**src/rtl/usb_tx_pkg.sv**
```systemverilog
// Shared constants, state encoding and CRC helper for the low-speed USB transmit sequencer.
package usb_tx_pkg;

  localparam int unsigned PID_W = 8;
  localparam int unsigned LEN_W = 4;

  localparam logic [PID_W-1:0] PID_ACK   = 8'hD2;
  localparam logic [PID_W-1:0] PID_DATA0 = 8'hC3;
  localparam logic [PID_W-1:0] PID_DATA1 = 8'h4B;
  localparam logic [7:0]       SYNC_BYTE = 8'h80;

  localparam logic [15:0] CRC16_POLY = 16'h8005;
  localparam logic [15:0] CRC16_INIT = 16'hFFFF;

  function automatic logic [15:0] reflect16(input logic [15:0] v);
    logic [15:0] r;
    for (int i = 0; i < 16; i++) r[i] = v[15-i];
    return r;
  endfunction

  // Fields go out LSB first, so the serial CRC runs in reflected form.
  localparam logic [15:0] CRC16_POLY_REFL = reflect16(CRC16_POLY);

  typedef enum logic [2:0] {
    ST_IDLE,
    ST_SYNC,
    ST_PID,
    ST_DATA,
    ST_CRC,
    ST_EOP,
    ST_GAP
  } tx_state_e;

endpackage

```
**src/rtl/usb_tx_sequencer_if.sv**
```systemverilog
// Request/descriptor side and per-bit line controls between requesters, sequencer and NRZI encoder.
interface usb_tx_sequencer_if;
  import usb_tx_pkg::*;

  logic             bitTick;
  logic             reqAck;
  logic             reqDesc;
  logic [PID_W-1:0] descPid;
  logic [LEN_W-1:0] descLen;
  logic [7:0]       descByte;
  logic             descRd;
  logic             grantAck;
  logic             grantDesc;
  logic             doneAck;
  logic             doneDesc;
  logic             txOE;
  logic             txData;
  logic             txEop;

  modport master (
    output bitTick, reqAck, reqDesc, descPid, descLen, descByte,
    input  descRd, grantAck, grantDesc, doneAck, doneDesc, txOE, txData, txEop
  );

  modport slave (
    input  bitTick, reqAck, reqDesc, descPid, descLen, descByte,
    output descRd, grantAck, grantDesc, doneAck, doneDesc, txOE, txData, txEop
  );
endinterface

```
**src/rtl/usb_crc16_serial.sv**
```systemverilog
// Bit-serial CRC16 over LSB-first data; holds the running remainder in reflected form.
module usb_crc16_serial
  import usb_tx_pkg::*;
(
  input  logic        clk,
  input  logic        rst,
  input  logic        clr,
  input  logic        en,
  input  logic        din,
  output logic [15:0] crc
);
  logic [15:0] r_crc;
  logic        w_fb;

  assign w_fb = din ^ r_crc[0];

  always_ff @(posedge clk) begin
    if (rst || clr) begin
      r_crc <= CRC16_INIT;
    end else if (en) begin
      r_crc <= (r_crc >> 1) ^ (w_fb ? CRC16_POLY_REFL : 16'h0000);
    end
  end

  assign crc = r_crc;
endmodule

```
**src/rtl/usb_tx_sequencer.sv**
```systemverilog
// Arbitrates ACK vs descriptor packets onto the low-speed USB line and emits per-bit
// SYNC/PID/payload/CRC16/EOP controls with bit stuffing for the NRZI encoder.
module usb_tx_sequencer
  import usb_tx_pkg::*;
#(
  parameter logic [PID_W-1:0] ACK_PID      = PID_ACK,
  parameter int unsigned      MAX_LEN      = 8,
  parameter int unsigned      EOP_SE0_BITS = 2,
  parameter int unsigned      GAP_BITS     = 2
) (
  input logic               useClk,
  input logic               rst,
  usb_tx_sequencer_if.slave bus
);
  localparam int unsigned CNT_W = 5;

  tx_state_e        r_state;
  logic             r_isDesc;
  logic             r_grantAck;
  logic             r_grantDesc;
  logic             r_doneAck;
  logic             r_doneDesc;
  logic             r_descRd;
  logic             r_txOE;
  logic             r_txData;
  logic             r_txEop;
  logic [PID_W-1:0] r_pid;
  logic [15:0]      r_shift;
  logic [CNT_W-1:0] r_bitCnt;
  logic [LEN_W-1:0] r_bytesLeft;
  logic [2:0]       r_ones;

  logic             w_inField;
  logic             w_fieldEnd;
  logic             w_byteField;
  logic             w_stuff;
  logic             w_toPid;
  logic             w_toData;
  logic             w_toCrc;
  logic             w_toEop;
  logic             w_payload;
  logic             w_bit;
  logic             w_crcClr;
  logic [15:0]      w_load;
  logic [15:0]      w_crc;
  logic [LEN_W-1:0] w_len;

  // r_bitCnt counts bits already sent of the field in r_shift; at field end the next field's
  // first bit goes out on the same tick it is loaded.
  assign w_inField   = (r_state == ST_SYNC) || (r_state == ST_PID) ||
                       (r_state == ST_DATA) || (r_state == ST_CRC);
  assign w_fieldEnd  = (r_bitCnt == ((r_state == ST_CRC) ? CNT_W'(16) : CNT_W'(8)));
  assign w_stuff     = w_inField && (r_ones == 3'd6);
  assign w_byteField = ((r_state == ST_PID) && r_isDesc) || (r_state == ST_DATA);
  assign w_toPid     = w_fieldEnd && (r_state == ST_SYNC);
  assign w_toData    = w_fieldEnd && w_byteField && (r_bytesLeft != '0);
  assign w_toCrc     = w_fieldEnd && w_byteField && (r_bytesLeft == '0);
  assign w_toEop     = w_fieldEnd && (((r_state == ST_PID) && !r_isDesc) || (r_state == ST_CRC));
  assign w_load      = w_toData ? {8'h00, bus.descByte} : (w_toCrc ? ~w_crc : {8'h00, r_pid});
  assign w_bit       = w_fieldEnd ? w_load[0] : r_shift[0];
  assign w_payload   = !w_stuff && (w_toData || ((r_state == ST_DATA) && !w_fieldEnd));
  assign w_len       = (32'(bus.descLen) > MAX_LEN) ? LEN_W'(MAX_LEN) : bus.descLen;
  assign w_crcClr    = bus.bitTick && (r_state == ST_IDLE);

  usb_crc16_serial u_crc (
    .clk (useClk),
    .rst (rst),
    .clr (w_crcClr),
    .en  (bus.bitTick && w_payload),
    .din (w_bit),
    .crc (w_crc)
  );

  always_ff @(posedge useClk) begin
    if (rst) begin
      r_state     <= ST_IDLE;
      r_isDesc    <= 1'b0;
      r_grantAck  <= 1'b0;
      r_grantDesc <= 1'b0;
      r_doneAck   <= 1'b0;
      r_doneDesc  <= 1'b0;
      r_descRd    <= 1'b0;
      r_txOE      <= 1'b0;
      r_txData    <= 1'b0;
      r_txEop     <= 1'b0;
      r_pid       <= '0;
      r_shift     <= '0;
      r_bitCnt    <= '0;
      r_bytesLeft <= '0;
      r_ones      <= '0;
    end else begin
      r_descRd   <= 1'b0;
      r_doneAck  <= 1'b0;
      r_doneDesc <= 1'b0;
      if (bus.bitTick) begin
        unique case (r_state)
          ST_IDLE: begin
            if (bus.reqAck || bus.reqDesc) begin
              r_isDesc    <= !bus.reqAck;
              r_grantAck  <= bus.reqAck;
              r_grantDesc <= !bus.reqAck;
              r_pid       <= bus.reqAck ? ACK_PID : bus.descPid;
              r_bytesLeft <= bus.reqAck ? '0 : w_len;
              r_txOE      <= 1'b1;
              r_txData    <= SYNC_BYTE[0];
              r_shift     <= 16'(SYNC_BYTE >> 1);
              r_bitCnt    <= CNT_W'(1);
              r_ones      <= '0;
              r_state     <= ST_SYNC;
            end
          end
          ST_SYNC, ST_PID, ST_DATA, ST_CRC: begin
            if (w_stuff) begin
              r_txData <= 1'b0;
              r_ones   <= '0;
            end else if (w_toEop) begin
              r_txData <= 1'b0;
              r_txEop  <= 1'b1;
              r_bitCnt <= CNT_W'(1);
              r_ones   <= '0;
              r_state  <= ST_EOP;
            end else begin
              r_txData <= w_bit;
              r_ones   <= w_bit ? r_ones + 3'd1 : 3'd0;
              if (w_fieldEnd) begin
                r_shift  <= w_load >> 1;
                r_bitCnt <= CNT_W'(1);
                if (w_toData) begin
                  r_bytesLeft <= r_bytesLeft - LEN_W'(1);
                  r_descRd    <= 1'b1;
                  r_state     <= ST_DATA;
                end else if (w_toCrc) begin
                  r_state <= ST_CRC;
                end else if (w_toPid) begin
                  r_state <= ST_PID;
                end
              end else begin
                r_shift  <= r_shift >> 1;
                r_bitCnt <= r_bitCnt + CNT_W'(1);
              end
            end
          end
          ST_EOP: begin
            if (r_bitCnt < CNT_W'(EOP_SE0_BITS)) begin
              r_bitCnt <= r_bitCnt + CNT_W'(1);
            end else if (r_bitCnt == CNT_W'(EOP_SE0_BITS)) begin
              r_txEop  <= 1'b0;
              r_txData <= 1'b1;
              r_bitCnt <= r_bitCnt + CNT_W'(1);
            end else begin
              r_txOE      <= 1'b0;
              r_txData    <= 1'b0;
              r_grantAck  <= 1'b0;
              r_grantDesc <= 1'b0;
              r_doneAck   <= !r_isDesc;
              r_doneDesc  <= r_isDesc;
              r_bitCnt    <= '0;
              r_state     <= ST_GAP;
            end
          end
          ST_GAP: begin
            if (32'(r_bitCnt) + 32'd1 >= GAP_BITS) begin
              r_state <= ST_IDLE;
            end else begin
              r_bitCnt <= r_bitCnt + CNT_W'(1);
            end
          end
          default: r_state <= ST_IDLE;
        endcase
      end
    end
  end

  assign bus.descRd    = r_descRd;
  assign bus.grantAck  = r_grantAck;
  assign bus.grantDesc = r_grantDesc;
  assign bus.doneAck   = r_doneAck;
  assign bus.doneDesc  = r_doneDesc;
  assign bus.txOE      = r_txOE;
  assign bus.txData    = r_txData;
  assign bus.txEop     = r_txEop;
endmodule

```
**src/flat_wrapper.sv**
```systemverilog
// flat-port wrapper written by rule: the top's interface ports become plain ports
module usb_tx_sequencer_flat import usb_tx_pkg::*;
#(
  parameter logic [PID_W-1:0] ACK_PID      = PID_ACK,
  parameter int unsigned      MAX_LEN      = 8,
  parameter int unsigned      EOP_SE0_BITS = 2,
  parameter int unsigned      GAP_BITS     = 2
)
  (useClk, rst, bus_bitTick, bus_reqAck, bus_reqDesc, bus_descPid, bus_descLen, bus_descByte, bus_descRd, bus_grantAck, bus_grantDesc, bus_doneAck, bus_doneDesc, bus_txOE, bus_txData, bus_txEop);
  usb_tx_sequencer_if bus_i ();
  input logic useClk;
  input logic rst;
  input wire logic [$bits(bus_i.bitTick)-1:0] bus_bitTick;
  input wire logic [$bits(bus_i.reqAck)-1:0] bus_reqAck;
  input wire logic [$bits(bus_i.reqDesc)-1:0] bus_reqDesc;
  input wire logic [$bits(bus_i.descPid)-1:0] bus_descPid;
  input wire logic [$bits(bus_i.descLen)-1:0] bus_descLen;
  input wire logic [$bits(bus_i.descByte)-1:0] bus_descByte;
  output wire logic [$bits(bus_i.descRd)-1:0] bus_descRd;
  output wire logic [$bits(bus_i.grantAck)-1:0] bus_grantAck;
  output wire logic [$bits(bus_i.grantDesc)-1:0] bus_grantDesc;
  output wire logic [$bits(bus_i.doneAck)-1:0] bus_doneAck;
  output wire logic [$bits(bus_i.doneDesc)-1:0] bus_doneDesc;
  output wire logic [$bits(bus_i.txOE)-1:0] bus_txOE;
  output wire logic [$bits(bus_i.txData)-1:0] bus_txData;
  output wire logic [$bits(bus_i.txEop)-1:0] bus_txEop;
  assign bus_i.bitTick = bus_bitTick;
  assign bus_i.reqAck = bus_reqAck;
  assign bus_i.reqDesc = bus_reqDesc;
  assign bus_i.descPid = bus_descPid;
  assign bus_i.descLen = bus_descLen;
  assign bus_i.descByte = bus_descByte;
  assign bus_descRd = bus_i.descRd;
  assign bus_grantAck = bus_i.grantAck;
  assign bus_grantDesc = bus_i.grantDesc;
  assign bus_doneAck = bus_i.doneAck;
  assign bus_doneDesc = bus_i.doneDesc;
  assign bus_txOE = bus_i.txOE;
  assign bus_txData = bus_i.txData;
  assign bus_txEop = bus_i.txEop;
  usb_tx_sequencer #(.ACK_PID(ACK_PID), .MAX_LEN(MAX_LEN), .EOP_SE0_BITS(EOP_SE0_BITS), .GAP_BITS(GAP_BITS)) u_core (.useClk(useClk), .rst(rst), .bus(bus_i));
endmodule
```
**config.mk**
```make
export PLATFORM = sky130hd
export DESIGN_NAME = usb_tx_sequencer_flat
export DESIGN_NICKNAME = d
export VERILOG_FILES = /design/src/rtl/usb_tx_pkg.sv /design/src/rtl/usb_tx_sequencer_if.sv /design/src/rtl/usb_crc16_serial.sv /design/src/rtl/usb_tx_sequencer.sv /design/src/flat_wrapper.sv
export SDC_FILE = /design/constraint.sdc
export NUM_CORES = 1
export LEC_CHECK = 0
export ABC_AREA = 1
export BUFFER_PORTS_ARGS = -buffer_cell sky130_fd_sc_hd__buf_2
export CAP_MARGIN = 5
export CORE_UTILIZATION = 25
export CTS_CLUSTER_DIAMETER = 100
export CTS_CLUSTER_SIZE = 30
export DETAILED_ROUTE_END_ITERATION = 8
export PLACE_DENSITY = 0.43
export SLEW_MARGIN = 20
export SYNTH_ARGS = -nofsm -noshare
export SYNTH_HDL_FRONTEND = slang
export SYNTH_SLANG_ARGS = --single-unit
```
**constraint.sdc**
```tcl
create_clock -name useClk -period 2.6 [get_ports useClk]
set_clock_uncertainty 0.2 [all_clocks]
set_input_delay 0.52 -clock useClk [delete_from_list [all_inputs] [get_ports useClk]]
set_output_delay 0.52 -clock useClk [all_outputs]
set_load 0.03 [all_outputs]
```
==> results.py <==
metrics = {
    "grt": {
        "grt-ovfl-total": 0,
        "grt_pass1_vias": 2846,
        "grt_max_degree": 28,
        "grt_usage_pct": 14.5,
        "antenna_found_initial": 0,
        "grt_pass1_wl_um": 14800,
    },
    "power_and_ir_drop": {
        "p_leak_nw": 1.67,
        "power.switching_mw": 1.74,
        "power_mw": 4.18,
        "power_frac_seq_pct": 31.0,
        "p_per_area_mw_per_mm2": 1050,
        "irDropWorstVdd_mv": 0.347,
        "pwr-share-clk_pct": 29.8,
        "p_comb_share_pct": 39.2,
        "p_int_mw": 2.44,
        "sw_frac_of_total_pct": 41.7,
    },
    "worst_setup_path": {
        "required_ps": 2620,
        "slowest_delay_ps": 350,
        "cp-start-kind": "register",
        "path_common_cell": "inv_1",
        "path_class": "reg -> reg",
        "cp_max_fo": 9,
        "crit_slowest_cell": "dfxtp_1",
        "reg2reg_depth": 12,
        "worst-path-buf-inv": 4,
        "crit_arrival_ps": 2400,
        "rrSetupSlack_ps": 210,
        "end_kind": "register",
        "timing.rr.start": "u_core.r_bitCnt[1]$_SDFFE_PP0P_",
        "r2r-end": "u_core.r_shift[6]$_SDFFE_PP0P_",
        "path_cells": "inv_1 > ha_1 > inv_1 > nor2_1 > nand2_2 > buf_4 > nor2_4 > inv_1 > a21oi_1 > o221ai_1 > nand2_1 > a21oi_1",
        "critPathTopFamily": "simple AND/OR/NAND/NOR gates",
    },
    "clock_network": {
        "numCtsBuffers": 9,
        "cts_hold_buffers": 0,
        "clockRootBuffer": "clkbuf_16",
        "htreeDepth": 3,
        "tritoncts": "yes",
        "worstSkewPairLatency_ps": 340,
        "clockBufferDepth": 2,
        "cts_resized": 0,
        "clk_pin_slew_ps": 60,
        "cts.sinks": 63,
        "post_cts_buffers": 0,
    },
    "yosys": {
        "synth_ff_type": "dfxtp_1",
        "synth_sequential_area_ratio_pct": 38.0,
        "yosysWarnings": 0,
        "syn_avg_cell_area_um2": 7.40,
        "ys_ff_latch": 63,
        "synth_edf_count": 0,
        "synthArstFlopShare_pct": 0,
        "yosysUniqueCellTypes": 43,
        "synth_cells": 448,
        "syn-cell-area_mm2": 0.00332,
        "syn_nets": 481,
    },
    "placement": {
        "io_buffers": 32,
        "hpwl_um": 6840,
        "place.gp.congestion": 0.827,
        "dp_slack_ps": 219,
    },
    "hold_path": {
        "hold_start": "bus_descPid[2]",
        "hp-class": "in -> reg",
        "min_delay_path_depth": 3,
        "hold_end": "u_core.r_pid[2]$_SDFFE_PP0P_",
    },
    "routing": {
        "first_pass_iters": 5,
        "drtAntennaViolNets": 0,
        "wl_um": 8980,
        "viasPerCell": 4.56,
        "routedWlPerCell_um": 13.5,
        "first_iter_violations": 226,
        "drc": 0,
        "vias": 3024,
    },
    "layout": {
        "drive_gt1_share_pct": 21.0,
        "diodes": 0,
        "fin_util_pct": 31.1,
        "fin_nets": 519,
        "area_growth_pct": 19.9,
    },
    "timing": {
        "hold_ws_ps": 236,
        "worst_slew_pin_slew_ps": 398,
        "setup_viol": 0,
        "setup_tns_ps": 0,
        "min_period_ps": 2390,
        "clock.fmax_mhz": 419,
        "fin_crit_sh_pct": 91.7,
        "rsz0062_at_grt": "no",
        "slew_violations": 0,
        "fin_ws_ps": 215,
        "finalHoldViolations": 0,
        "slew_headroom_pct": 73.5,
    },
    "job": {
        "drv_cap": 0,
    },
    "floorplan": {
        "rows": 41,
        "die_h_um": 117,
        "die_area_mm2": 0.0137,
        "start_util_pct": 26.0,
        "io_pins": 33,
        "die-width_um": 117,
        "core_area_mm2": 0.0128,
    },
    "outcome": {
        "status": "finished, final reports clean",
    },
}
logic make-up (layout without fill, tap and decap cells):
logic type               Yosys count  after routing  share of synthesized area (%)
buffers and inverters             60            103                           8.07
flip-flops                        63             63                           38.0
adder cells (fa/ha/maj)            8              8                           3.02
AO/OA/AOI/OAI                    105            105                           18.7
XOR/XNOR                           4              4                           1.06
AND/OR/NAND/NOR                  208            208                           31.1
cell usage in the layout, fill, tap and decap left out, types with 2 or more instances in the layout:
cell         n
nand4_1      5
or2_2        2
o221a_2      3
nand3b_1     2
a31oi_1      3
nand2_2     13
dfxtp_1     63
buf_2       32
a21oi_4      2
clkbuf_16    9
nor2_4       9
o21ai_0     29
clkinv_2     3
nor2_1      30
inv_4        2
a21oi_1     47
xor2_1       3
ha_1         8
nor3_1       5
o211ai_1    12
nand3_1     32
clkinv_4     2
inv_1       37
nand3_4      2
nand2_1    101
buf_4        8
inv_2        5
o21ai_1      3
state kept, by name, summed over array words and instances, names as in the netlist:
name / count
u_core.r_ones: 3
u_core.r_bitCnt: 5
u_core.r_pid: 8
u_core.r_bytesLeft: 4
u_core.bus.descRd: 1
u_core.r_isDesc: 1
u_core.u_crc.crc: 16
u_core.r_state: 3
u_core.bus.grantAck: 1
u_core.bus.grantDesc: 1
u_core.bus.txData: 1
u_core.r_shift: 15
u_core.bus.doneAck: 1
u_core.bus.txEop: 1
u_core.bus.doneDesc: 1
u_core.bus.txOE: 1
metal layers:
layer / part of all wire, % / wire, µm / global-route usage (%)
met5: 0 / 0 / 0
met4: 1.9 / 170 / 7.59
met3: 3.5 / 315 / 2.32
met2: 44 / 3930 / 21.8
met1: 51 / 4560 / 20.0
cell usage after synthesis, types with 8 or more instances:
master,number,area [µm²]
nand2_2,13,81.3
nand3_1,32,160
nand2_1,101,379
ha_1,8,100
o211ai_1,12,90.1
dfxtp_1,63,1260
inv_1,37,139
nor2_4,9,101
a21oi_1,47,235
nor2_1,30,113
o21ai_0,29,145
worst max-delay path by stage:
stage,from,end,cells after the start
6_report,u_core.r_bitCnt[1]$_SDFFE_PP0P_,u_core.r_shift[6]$_SDFFE_PP0P_,12
2_1_floorplan,u_core.r_bitCnt[0]$_SDFFE_PP0P_,u_core.u_crc.crc[2]$_SDFFE_PP1P_,12
3_5_place_dp,u_core.r_bitCnt[0]$_SDFFE_PP0P_,u_core.r_shift[5]$_SDFFE_PP0P_,11
5_1_grt,u_core.r_bitCnt[0]$_SDFFE_PP0P_,u_core.r_shift[6]$_SDFFE_PP0P_,12
4_1_cts,u_core.r_bitCnt[0]$_SDFFE_PP0P_,u_core.r_shift[6]$_SDFFE_PP0P_,12
3_3_place_gp,u_core.r_bitCnt[0]$_SDFFE_PP0P_,u_core.r_shift[6]$_SDFFE_PP0P_,12
cell type report:
class,count,area [µm²]
flip-flops and latches,63,1260
well taps,172,215
fillers,1413,8800
multi-input cells,325,1790
repair buffers,40,220
clock inverters,6,68.8
inverters,47,184
clock buffers,10,239
per-stage QoR:
stage                     instances  area [µm²]
after floorplan                 448        3320
after global placement          647        3670
after detailed placement        647        3670
after CTS                       663        3980
after global routing            663        3980
final                           663        3980
power groups by stage:
stage / sequential, mW / clock (mW) / combinational [mW]
finish: 1.30 / 1.25 / 1.64
global route: 1.32 / 1.32 / 1.87
CTS: 1.30 / 1.28 / 1.66
detailed placement: 1.31 / 0 / 1.65
global placement: 1.32 / 0 / 1.66
floorplan: 1.31 / 0 / 1.25
worst reg2reg max path: stages (launching register included):
cell,delay [ps]
dfxtp_1,350
inv_1,130
ha_1,170
inv_1,40
nor2_1,280
nand2_2,140
buf_4,200
nor2_4,250
inv_1,120
a21oi_1,140
o221ai_1,120
nand2_1,70
a21oi_1,50
Power figures use the tool's default switching activity.
